<file path="src/rtl/bcd_to_binary_pkg.sv">
// Shared definitions for the BCD-to-binary converter: FSM states,
// digit constants and default sizing.
package bcd_to_binary_pkg;

    typedef enum logic [2:0] {
        IDLE   = 3'd0,
        SHIFT  = 3'd1,
        ADJUST = 3'd2,
        DONE   = 3'd3
    } state_t;

    localparam logic [3:0] BCD_MAX_DIGIT = 4'd9;
    localparam logic [3:0] ADJ_THRESHOLD = 4'd8;
    localparam logic [3:0] ADJ_VALUE     = 4'd3;

    localparam int unsigned DEFAULT_DIGITS    = 4;
    localparam int unsigned DEFAULT_BIN_WIDTH = 14;

    function automatic logic digit_valid(input logic [3:0] nibble);
        return nibble <= BCD_MAX_DIGIT;
    endfunction

endpackage

</file>
<file path="src/rtl/bcd_to_binary_digit_adjust.sv">
// Single-nibble correction step of reverse double-dabble:
// digits of 8 or more lose 3 after each right shift.
module bcd_digit_adjust
    import bcd_to_binary_pkg::*;
(
    input  logic [3:0] i_Nibble,
    output logic [3:0] o_Nibble
);

    always_comb begin
        o_Nibble = i_Nibble;
        if (i_Nibble >= ADJ_THRESHOLD)
            o_Nibble = i_Nibble - ADJ_VALUE;
    end

endmodule

</file>
<file path="src/rtl/bcd_to_binary.sv">
// Sequential reverse double-dabble: converts a packed BCD value to binary
// with a start/busy/done handshake, rejecting starts that carry a non-decimal digit.
module bcd_to_binary
    import bcd_to_binary_pkg::*;
#(
    parameter int unsigned DIGITS    = DEFAULT_DIGITS,
    parameter int unsigned BIN_WIDTH = DEFAULT_BIN_WIDTH
) (
    input  logic                  i_Clock,
    input  logic                  i_Reset,
    input  logic                  i_Start,
    input  logic [4*DIGITS-1:0]   i_BCD,
    output logic [BIN_WIDTH-1:0]  o_Binary,
    output logic                  o_Busy,
    output logic                  o_Done,
    output logic                  o_Error
);

    localparam int unsigned W     = 4 * DIGITS;
    localparam int unsigned CNT_W = $clog2(W);

    state_t           state;
    logic [W-1:0]     bcd_r;
    logic [W-1:0]     bin_r;
    logic [W-1:0]     bcd_adj;
    logic [CNT_W-1:0] cnt;
    logic             bcd_valid;

    always_comb begin
        bcd_valid = 1'b1;
        for (int unsigned i = 0; i < DIGITS; i++) begin
            if (!digit_valid(i_BCD[4*i +: 4]))
                bcd_valid = 1'b0;
        end
    end

    for (genvar g = 0; g < DIGITS; g++) begin : g_adj
        bcd_digit_adjust u_adj (
            .i_Nibble (bcd_r[4*g +: 4]),
            .o_Nibble (bcd_adj[4*g +: 4])
        );
    end

    always_ff @(posedge i_Clock) begin
        if (i_Reset) begin
            state    <= IDLE;
            bcd_r    <= '0;
            bin_r    <= '0;
            cnt      <= '0;
            o_Binary <= '0;
            o_Busy   <= 1'b0;
            o_Done   <= 1'b0;
            o_Error  <= 1'b0;
        end else begin
            o_Done  <= 1'b0;
            o_Error <= 1'b0;
            case (state)
                IDLE: begin
                    if (i_Start) begin
                        if (bcd_valid) begin
                            bcd_r  <= i_BCD;
                            bin_r  <= '0;
                            cnt    <= '0;
                            o_Busy <= 1'b1;
                            state  <= SHIFT;
                        end else begin
                            o_Error <= 1'b1;
                        end
                    end
                end
                SHIFT: begin
                    // Whole working register moves right; BCD LSB feeds binary MSB.
                    {bcd_r, bin_r} <= {1'b0, bcd_r, bin_r[W-1:1]};
                    if (cnt == CNT_W'(W - 1)) begin
                        state <= DONE;
                    end else begin
                        cnt   <= cnt + CNT_W'(1);
                        state <= ADJUST;
                    end
                end
                ADJUST: begin
                    bcd_r <= bcd_adj;
                    state <= SHIFT;
                end
                DONE: begin
                    o_Binary <= BIN_WIDTH'(bin_r);
                    o_Done   <= 1'b1;
                    o_Busy   <= 1'b0;
                    state    <= IDLE;
                end
                default: begin
                    o_Busy <= 1'b0;
                    state  <= IDLE;
                end
            endcase
        end
    end

endmodule
</file>
<file path="config.mk">
export PLATFORM = sky130hd
export DESIGN_NAME = bcd_to_binary
export DESIGN_NICKNAME = d
export VERILOG_FILES = /design/src/rtl/bcd_to_binary_pkg.sv /design/src/rtl/bcd_to_binary_digit_adjust.sv /design/src/rtl/bcd_to_binary.sv
export SDC_FILE = /design/constraint.sdc
export NUM_CORES = 1
export LEC_CHECK = 0
export ABC_CLOCK_PERIOD_IN_PS = 4300
export BUFFER_PORTS_ARGS = -buffer_cell sky130_fd_sc_hd__clkbuf_2
export CORE_MARGIN = 2
export CORE_UTILIZATION = 60
export CTS_BUF_LIST = sky130_fd_sc_hd__clkbuf_16
export DETAILED_ROUTE_END_ITERATION = 10
export GPL_TIMING_DRIVEN = 0
export MAX_ROUTING_LAYER = met4
export PLACE_DENSITY_LB_ADDON = 0.1
export SYNTH_ARGS = -nofsm -noshare
export SYNTH_HDL_FRONTEND = slang
export SYNTH_SLANG_ARGS = --single-unit
export TNS_END_PERCENT = 20
</file>
<file path="constraint.sdc">
create_clock -name i_Clock -period 4.3 [get_ports i_Clock]
set_input_delay 0.215 -clock i_Clock [delete_from_list [all_inputs] [get_ports i_Clock]]
set_output_delay 0.215 -clock i_Clock [all_outputs]
set_load 0.1 [all_outputs]
</file>
## After elaboration in Yosys (flattened, before gate mapping)

Cells that the tools add are included.
W data, S select, Z words.

- Word-level logic and storage cells: 78
- Input bits: 19
- Register bits: 56

- Bitwise operators: 3
- $add $sub $neg: 5
- Equal/unequal tests: 11
- Mux-type cells: 27
- Order comparisons: 8
- Reductions and logical operators: 13

Operators with widths:

| kind | count |
|---|---|
| $mux W16 | 4 |
| $pmux W16 S3 | 1 |
| $pmux W16 S2 | 1 |
| $mux W4 | 7 |
| $reduce_and A4 Y1 | 5 |
| $ge A4 B4 Y1 const B | 4 |
| $le A4 B4 Y1 const B | 4 |
| $sub A4 B2 Y4 const B | 4 |
| $mux W1 | 9 |
| $pmux W3 S3 | 1 |
| $ne A2 B1 Y1 const B | 4 |
| $pmux W4 S2 | 1 |
| $eq A3 B2 Y1 const B | 2 |
| $mux W3 | 2 |
| $ne A2 B2 Y1 const B | 3 |
| $reduce_and A3 Y1 | 2 |
| $add A4 B1 Y4 const B | 1 |
| $eq A4 B4 Y1 const B | 1 |
| $eq A3 B1 Y1 const B | 1 |
| $logic_not A3 Y1 | 1 |
| $not A1 Y1 | 3 |
| $reduce_bool A3 Y1 | 1 |
| $reduce_or A3 Y1 | 1 |
| $pmux W1 S2 | 1 |
| other kinds (3) | 3 |

## Logic depth before layout (Yosys ltp)

Gate-level depths: netlist of run 1.

- Depth after elaboration: 8
- Mapped depth: 8
- Mapped depth without buffers: 7

## Modules after synthesis

From an unflattened synthesis of run 1, not the netlist that was laid out.

- Cell total of the unflattened synthesis: 299
- Area, all modules: 2766.4 um^2

Modules (own cells, without submodules):

| module | instances | cells an instance | seq. area each (um^2) | area each (um^2) |
|---|---|---|---|---|
| bcd_to_binary | 1 | 255 | 1101.1 | 2461.1 |
| bcd_digit_adjust | 4 | 11 | 0.0 | 76.3 |

## Worst setup path after synthesis of run 1

OpenSTA, ideal clock, no wires.

- Path kind: flip-flop to flip-flop
- Start point: register state[1]
- End point: register bcd_r[3]
- Setup time: 0.136 ns
- Data arrival time: 1.634 ns
- Cell stages (with the launch flop): 7
- Path buffers: 1
- Setup slack: 2.530 ns
- Cell sequence: dfxtp_1 > inv_1 > ha_1 > clkbuf_1 > a221o_1 > a2111oi_0 > a211oi_1

- Word-level cells in the longest chain between the ends: 3
- Elaborated cells between the ends (all ways): 9
- Classes of those cells: eq/ne: 5; mux: 1; reduce/logical: 3

Ends and longest elaborated chain:

| item | line | RTL |
|---|---|---|
| start: declaration | bcd_to_binary.sv:22 | `state_t state;` |
| start signal: assignment | bcd_to_binary.sv:46 | `state <= IDLE;` |
| start signal: assignment | bcd_to_binary.sv:65 | `state <= SHIFT;` |
| start signal: assignment | bcd_to_binary.sv:75 | `state <= DONE;` |
| $eq A3 B2 Y1 (tied with other cells) | bcd_to_binary.sv:57 | `case (state)` |
| $ne A2 B1 Y1 (no source line) (tied with other cells) | n/a |  |
| $reduce_and A4 Y1 (no source line) | n/a |  |
| end signal: assignment | bcd_to_binary.sv:61 | `bcd_r <= i_BCD;` |
| end signal: assignment | bcd_to_binary.sv:73 | `{bcd_r, bin_r} <= {1'b0, bcd_r, bin_r[W-1:1]};` |
| end signal: assignment | bcd_to_binary.sv:82 | `bcd_r <= bcd_adj;` |
| end: declaration | bcd_to_binary.sv:23 | `logic [W-1:0] bcd_r;` |

Several ways; a longest one is shown, not always the timed one.
A chain may end at the register's enable or synchronous reset.

## Worst setup path after layout of run 1

- Start point: register state[0]
- End point: register bcd_r[10]

Same word-level chain as after synthesis.

==> impl_metrics.ini, run 1 <==
[status]
outcome = finished clean

[yosys]
synth_mux_area_share_pct = 6.03
mappedNetlistArea_um2 = 2660
ys_ff_latch = 55
ys_types = 39
synth_compound_area_share_pct = 23.1
avgSynthCellArea_um2 = 9.35
ys_async_sr_fraction_pct = 0
synth-simple-area-share_pct = 15.6
synth_top_family_by_area = compound AO/OA/AOI/OAI gates
synth_xor_area_share_pct = 1.32
synth_edf_count = 0
synth_cells = 284
synth_fa_ha_area_share_pct = 6.59
ys_seq_area_share_pct = 41.5
yosys_warnings = 0
synth_ff_type = dfxtp_1
syn_nets = 317

[placement]
port_buffers = 35
dp.cells = 371
dp_slack_ns = 2.19
place_congestion = 0.927
dp_hpwl_um = 4160

[routing]
vias = 2232
vias_per_cell = 5.89
dr.pass1.iters = 4
final_antenna_net_count = 0
drc = 0
drt_iter0_markers = 170
routedWlPerCell_um = 15.8
route.final.wire_length_um = 6000

[grt]
grt.overflow.total = 0
grt_usage_pct = 26.5
grt_max_degree = 18
grt_pass1_vias = 2132
antenna_found_initial = 0
grt_pass1_wl_um = 10200

[floorplanning]
rows = 24
core_area_um2 = 4290
die_area_um2 = 4980
io_pins = 36
chipWidth_um = 70.5
start_util_pct = 61.9
die_h_um = 70.5

[critical_path]
crit_path_end_kind = register
crit_type = reg -> reg
r2r_start = state[0]
required_ns = 4.54
arrival_ns = 2.37
path_max_fanout = 10
start_kind = register
cp-startpoint = state[0]

[power_and_ir_drop]
ir_worst_vdd_uv = 345
p_leak_nw = 1.22
report.power.total_mw = 1.58
powerDensity_nw_per_um2 = 518

[finish]
area_growth_syn_to_layout_pct = 14.5
drive_above_1_share_pct = 17.7
finalNonFillerCells = 379
diodes = 0
final_core_util_pct = 70.8
nFillCells = 355
finalNetCount = 359

[cts]
cts_sinks = 55
cts_buffer_depth = 2
post_cts_buffers = 0
cts_made_buffers = 5
cts_root_buf = clkbuf_16
htreeDepth = 2
cts.clk_slew.worst_paths_ns = 0.07
cts_tree = yes
holdBufCountCts = 0
cts_resized = 0
clk_latency_ns = 0.29

[timing]
worst_pin_slew_ns = 0.572
slew_violations = 0
slew_headroom_pct = 61.8
hold_viol_final = 0
timing.final.crit_share_pct = 49.6
fin_setup_tns_ns = 0
period_needed_ns = 2.13
fin_skew_ns = 0.00167
rsz0062_at_grt = false
setup_viol = 0
max_freq_ghz = 0.469
setup_ws_ns = 2.17

[min_path]
hold_path_class = in -> reg
worstHoldStart = i_BCD[4]

[job]
maxCapViolCount = 0
[worst paths after layout]
kind / slack (ns) / endpoint / cells past startpoint
worst max-delay path: 2.17 / bcd_r[10] / 6
worst max register to register: 2.17 / bcd_r[10] / 6
worst min-delay path: 0.26 / bcd_r[4] / 4
worst min register to register: 0.47 / bin_r[14] / 1
[registers in the layout, indices dropped and copies added (netlist names)]
| signal | cells |
|---|---|
| state | 2 |
| cnt | 4 |
| o_Binary | 14 |
| o_Busy | 1 |
| o_Done | 1 |
| o_Error | 1 |
| bcd_r | 16 |
| bin_r | 16 |
[layout by cell type, fill, tap and decap left out, types with 4 or more instances in the layout]
cell	instances
buf_2	4
xnor2_1	4
a22o_1	17
mux2i_1	16
ha_1	14
a211oi_1	6
dfxtp_1	55
nand2_1	19
a2111oi_0	8
o21ai_1	4
clkbuf_2	35
inv_1	19
nor2b_1	11
clkbuf_1	6
a31o_2	4
a22oi_1	4
nor3_1	4
nor2_1	32
a21oi_1	14
a221oi_1	9
clkbuf_16	5
or3_1	8
[final cells by class]
type	count	area, um^2	share of cell area [%]
repair buffers	35	175	5.76
flip-flops and latches	55	1100	36.2
multi-input cells	195	1400	46.0
plain buffers	16	87.6	2.88
clock buffers	5	125	4.11
well taps	52	65.1	2.14
inverters	18	67.6	2.22
clock inverters	3	20.0	0.658
[worst max-delay path, cell delays in order (launching register included)]
cell,delay [ns]
dfxtp_1,0.41
inv_1,0.09
ha_1,0.42
clkbuf_1,0.45
nor2_1,0.13
a2111oi_0,0.43
a31o_2,0.16
[where the power goes]
part           switching, mW  internal (mW)
sequential            0.0629          0.567
clock                  0.183          0.216
combinational          0.347          0.200
[synthesized netlist by cell type (all sizes together), types with 2 or more instances]
| library cell | instances | area (um^2) |
|---|---|---|
| dfxtp | 55 | 1100 |
| nor2 | 32 | 120 |
| nand2 | 19 | 71.3 |
| inv | 18 | 67.6 |
| a22o | 17 | 149 |
| mux2i | 16 | 160 |
| a21oi | 15 | 86.3 |
| ha | 14 | 175 |
| nor2b | 11 | 68.8 |
| buf | 10 | 65.1 |
| a221oi | 9 | 78.8 |
| or3 | 9 | 61.3 |
| a2111oi | 8 | 70.1 |
| a211oi | 6 | 45.0 |
| clkbuf | 6 | 22.5 |
| o21ai | 6 | 30.0 |
| a31o | 5 | 43.8 |
| nor3 | 5 | 36.3 |
| a22oi | 4 | 30.0 |
| xnor2 | 4 | 35.0 |
| a221o | 3 | 30.0 |
| a41o | 2 | 20.0 |
| nor3b | 2 | 26.3 |
[metrics by stage]
step	instance area (um^2)	hold slack (ns)
after CTS	3040	0.262
after floorplan	2660	0.365
after detailed placement	2900	0.460
after global placement	2900	0.448
final	3040	0.262
after global routing	3040	0.314
[routing by layer]
layer / share of wire (%) / vias up / global-route usage [%] / wire [um]
met2: 46 / 50 / 42.2 / 2780
met5: 0 / - / - / 0
met4: 1.6 / 0 / 8.39 / 94
li1: - / 1116 / - / -
met1: 47 / 1057 / 35.6 / 2830
met3: 5.0 / 9 / 3.42 / 301
[cells by family (layout without fill, tap and decap cells)]
group / after synthesis / in the layout
AND/OR/NAND/NOR: 82 / 82
AO/OA/AOI/OAI: 79 / 79
flip-flops: 55 / 55
buffers and inverters: 34 / 77
multiplexers: 16 / 16
adder cells (fa/ha/maj): 14 / 14
XOR/XNOR: 4 / 4
(Power assumes the default switching activity.)
==> run 2: changes to the inputs <==
ABC_CLOCK_PERIOD_IN_PS = 2000   (was 4300)
CORE_UTILIZATION = 57   (was 60)
clock period = 2 ns   (was 4.3 ns; I/O delays follow)
==> run 2 against run 1 <==
  * Die area grew 5.0%
  * Via count increased by 1.3%
  * Wire length decreased by 0.87%
  * Design area rose by 1.2%
  * Clock skew grew 0.0033 ns
  * Non-clock buffer count is the same
  * Sequential share of layout area down 0.25 points
  * Critical path depth is the same
  * Worst setup slack worse by 2.0 ns
  * Global-route usage is 0.49 points lower
  * Sequential power rose by 120%
  * Critical path type unchanged
  * Utilization fell by 1.1 points
==> impl_metrics.ini, run 2 (same netlist as run 1, synthesis figures left out) <==
[status]
outcome = finished clean

[min_path]
holdPathEnd = o_Error
worstHoldStart = i_Start
hold_depth = 3
hold_path_class = in -> reg

[job]
maxCapViolCount = 0

[finish]
mostFrequentLayoutCell = dfxtp_1
regArea_um2 = 1110
diodes = 0
reg_top3 = bcd_r (16), bin_r (16), o_Binary (14)
final_cell_mix = 53 x dfxtp_1, 39 x clkbuf_2, 32 x nor2_1
finalNetCount = 359
multi_input_area_um2 = 1410
drive_above_1_share_pct = 20.8
area_growth_syn_to_layout_pct = 15.8
nFillCells = 371
finalNonFillerCells = 379

[cts]
cts_tree = yes
htreeDepth = 2
cts_made_buffers = 5
cts_sinks = 55
cts_buffer_depth = 2
holdBufCountCts = 0
clk_latency_ns = 0.30
cts.clk_slew.worst_paths_ns = 0.07
cts_root_buf = clkbuf_16

[timing]
period_needed_ns = 1.88
max_freq_ghz = 0.532
slew_headroom_pct = 63.1
worst_pin_slew_ns = 0.554
timing.final.crit_share_pct = 93.9
fin_skew_ns = 0.00502
fin_setup_tns_ns = 0
slew_violations = 0
setup_ws_ns = 0.121
hold_viol_final = 0
setup_viol = 0

[routing]
vias = 2261
dr.pass1.iters = 4
vias_per_cell = 5.97
final_antenna_net_count = 0
drc = 0
wl_met2_um = 2760
dr.max_layer_used = met4
m1WireLength_um = 2740
route.final.wire_length_um = 5950
drt_iter0_markers = 124
routedWlPerCell_um = 15.7
dr_wl_met3_um = 343

[grt]
antenna_found_initial = 0
grt_pass1_vias = 2156
grt_max_degree = 19
grt_usage_pct = 26.1
grt.overflow.total = 0
grt_pass1_wl_um = 10400

[power_and_ir_drop]
p_leak_nw = 1.24
ir_worst_vdd_uv = 677
report.power.total_mw = 3.46
powerDensity_nw_per_um2 = 1130

[floorplanning]
die_area_um2 = 5220
rows = 24
start_util_pct = 60.2
chipWidth_um = 72.3
die_h_um = 72.3
core_area_um2 = 4410
io_pins = 36

[placement]
dp.cells = 371
dp_hpwl_um = 4220
dp_slack_ns = -0.134
port_buffers = 35
place_congestion = 0.863

[critical_path]
r2r-end = bcd_r[7]
start_kind = register
rr_worst_depth = 6
crit_type = reg -> reg
r2r_start = state[1]
required_ns = 2.16
crit_path_end_kind = register
path_max_fanout = 10
arrival_ns = 2.04
r2r_slack_ns = 0.12
==> run 2: cell count changes in the layout (fill, tap and decap cells not counted), sizes merged <==
cell / delta
clkinvlp: -1
clkinv: +2
buf: -1
inv: -1
clkbuf: +1
==> run 2: through the flow <==
step | util [%] | hold WS, ns | instance area, um^2
4_1_cts | 69.1 | 0.135 | 3050
6_report | 69.7 | 0.133 | 3080
3_3_place_gp | 65.6 | 0.442 | 2900
5_1_grt | 69.7 | 0.167 | 3080
2_1_floorplan | - | 0.250 | 2660
3_5_place_dp | 65.6 | 0.447 | 2900
==> run 2: critical path: stages (launching register included) <==
cell       delay [ns]
dfxtp_2          0.37
inv_1            0.07
ha_1             0.24
clkbuf_4         0.22
a221o_1          0.36
a2111oi_1        0.39
a211oi_1         0.09
==> run 2: report_power, final <==
| part | internal [mW] | leakage (nW) | total [mW] | switching [mW] |
|---|---|---|---|---|
| Sequential | 1.22 | 0.446 | 1.36 | 0.136 |
| Clock | 0.469 | 0.0742 | 0.884 | 0.415 |
| Combinational | 0.467 | 0.716 | 1.22 | 0.751 |
| Total | 2.16 | 1.24 | 3.46 | 1.30 |
==> run 2: what timing repair did <==
action                                  4_1_cts  5_1_grt
endpoints found under the setup margin       11       24
resized for setup                             5       16
pin swaps                                     0        2
setup buffers                                 0        0
==> run 2: worst max path at each step <==
stage	start	end	slack, ns	cells after the start
after floorplan	state[1]	bcd_r[3]	0.23	6
after global placement	state[0]	bcd_r[10]	-0.07	6
after detailed placement	state[0]	bcd_r[10]	-0.13	6
after CTS	state[0]	bcd_r[3]	0.004	8
after global routing	state[1]	bcd_r[10]	-0.02	6
final	state[1]	bcd_r[7]	0.12	6
==> run 2: cell type report <==
| class | instances | share of cell area [%] |
|---|---|---|
| Timing Repair Buffer | 35 | 5.69 |
| Clock buffer | 5 | 4.07 |
| Sequential cell | 55 | 35.9 |
| Inverter | 18 | 2.20 |
| Clock inverter | 3 | 0.732 |
| Buffer | 16 | 3.29 |
| Tap cell | 52 | 2.11 |
| Multi-Input combinational cell | 195 | 46.0 |
==> run 2: layer usage <==
metal	vias up	track usage, %
met5	-	-
met4	0	6.92
met3	13	4.72
met2	64	38.9
met1	1066	36.5
li1	1118	-
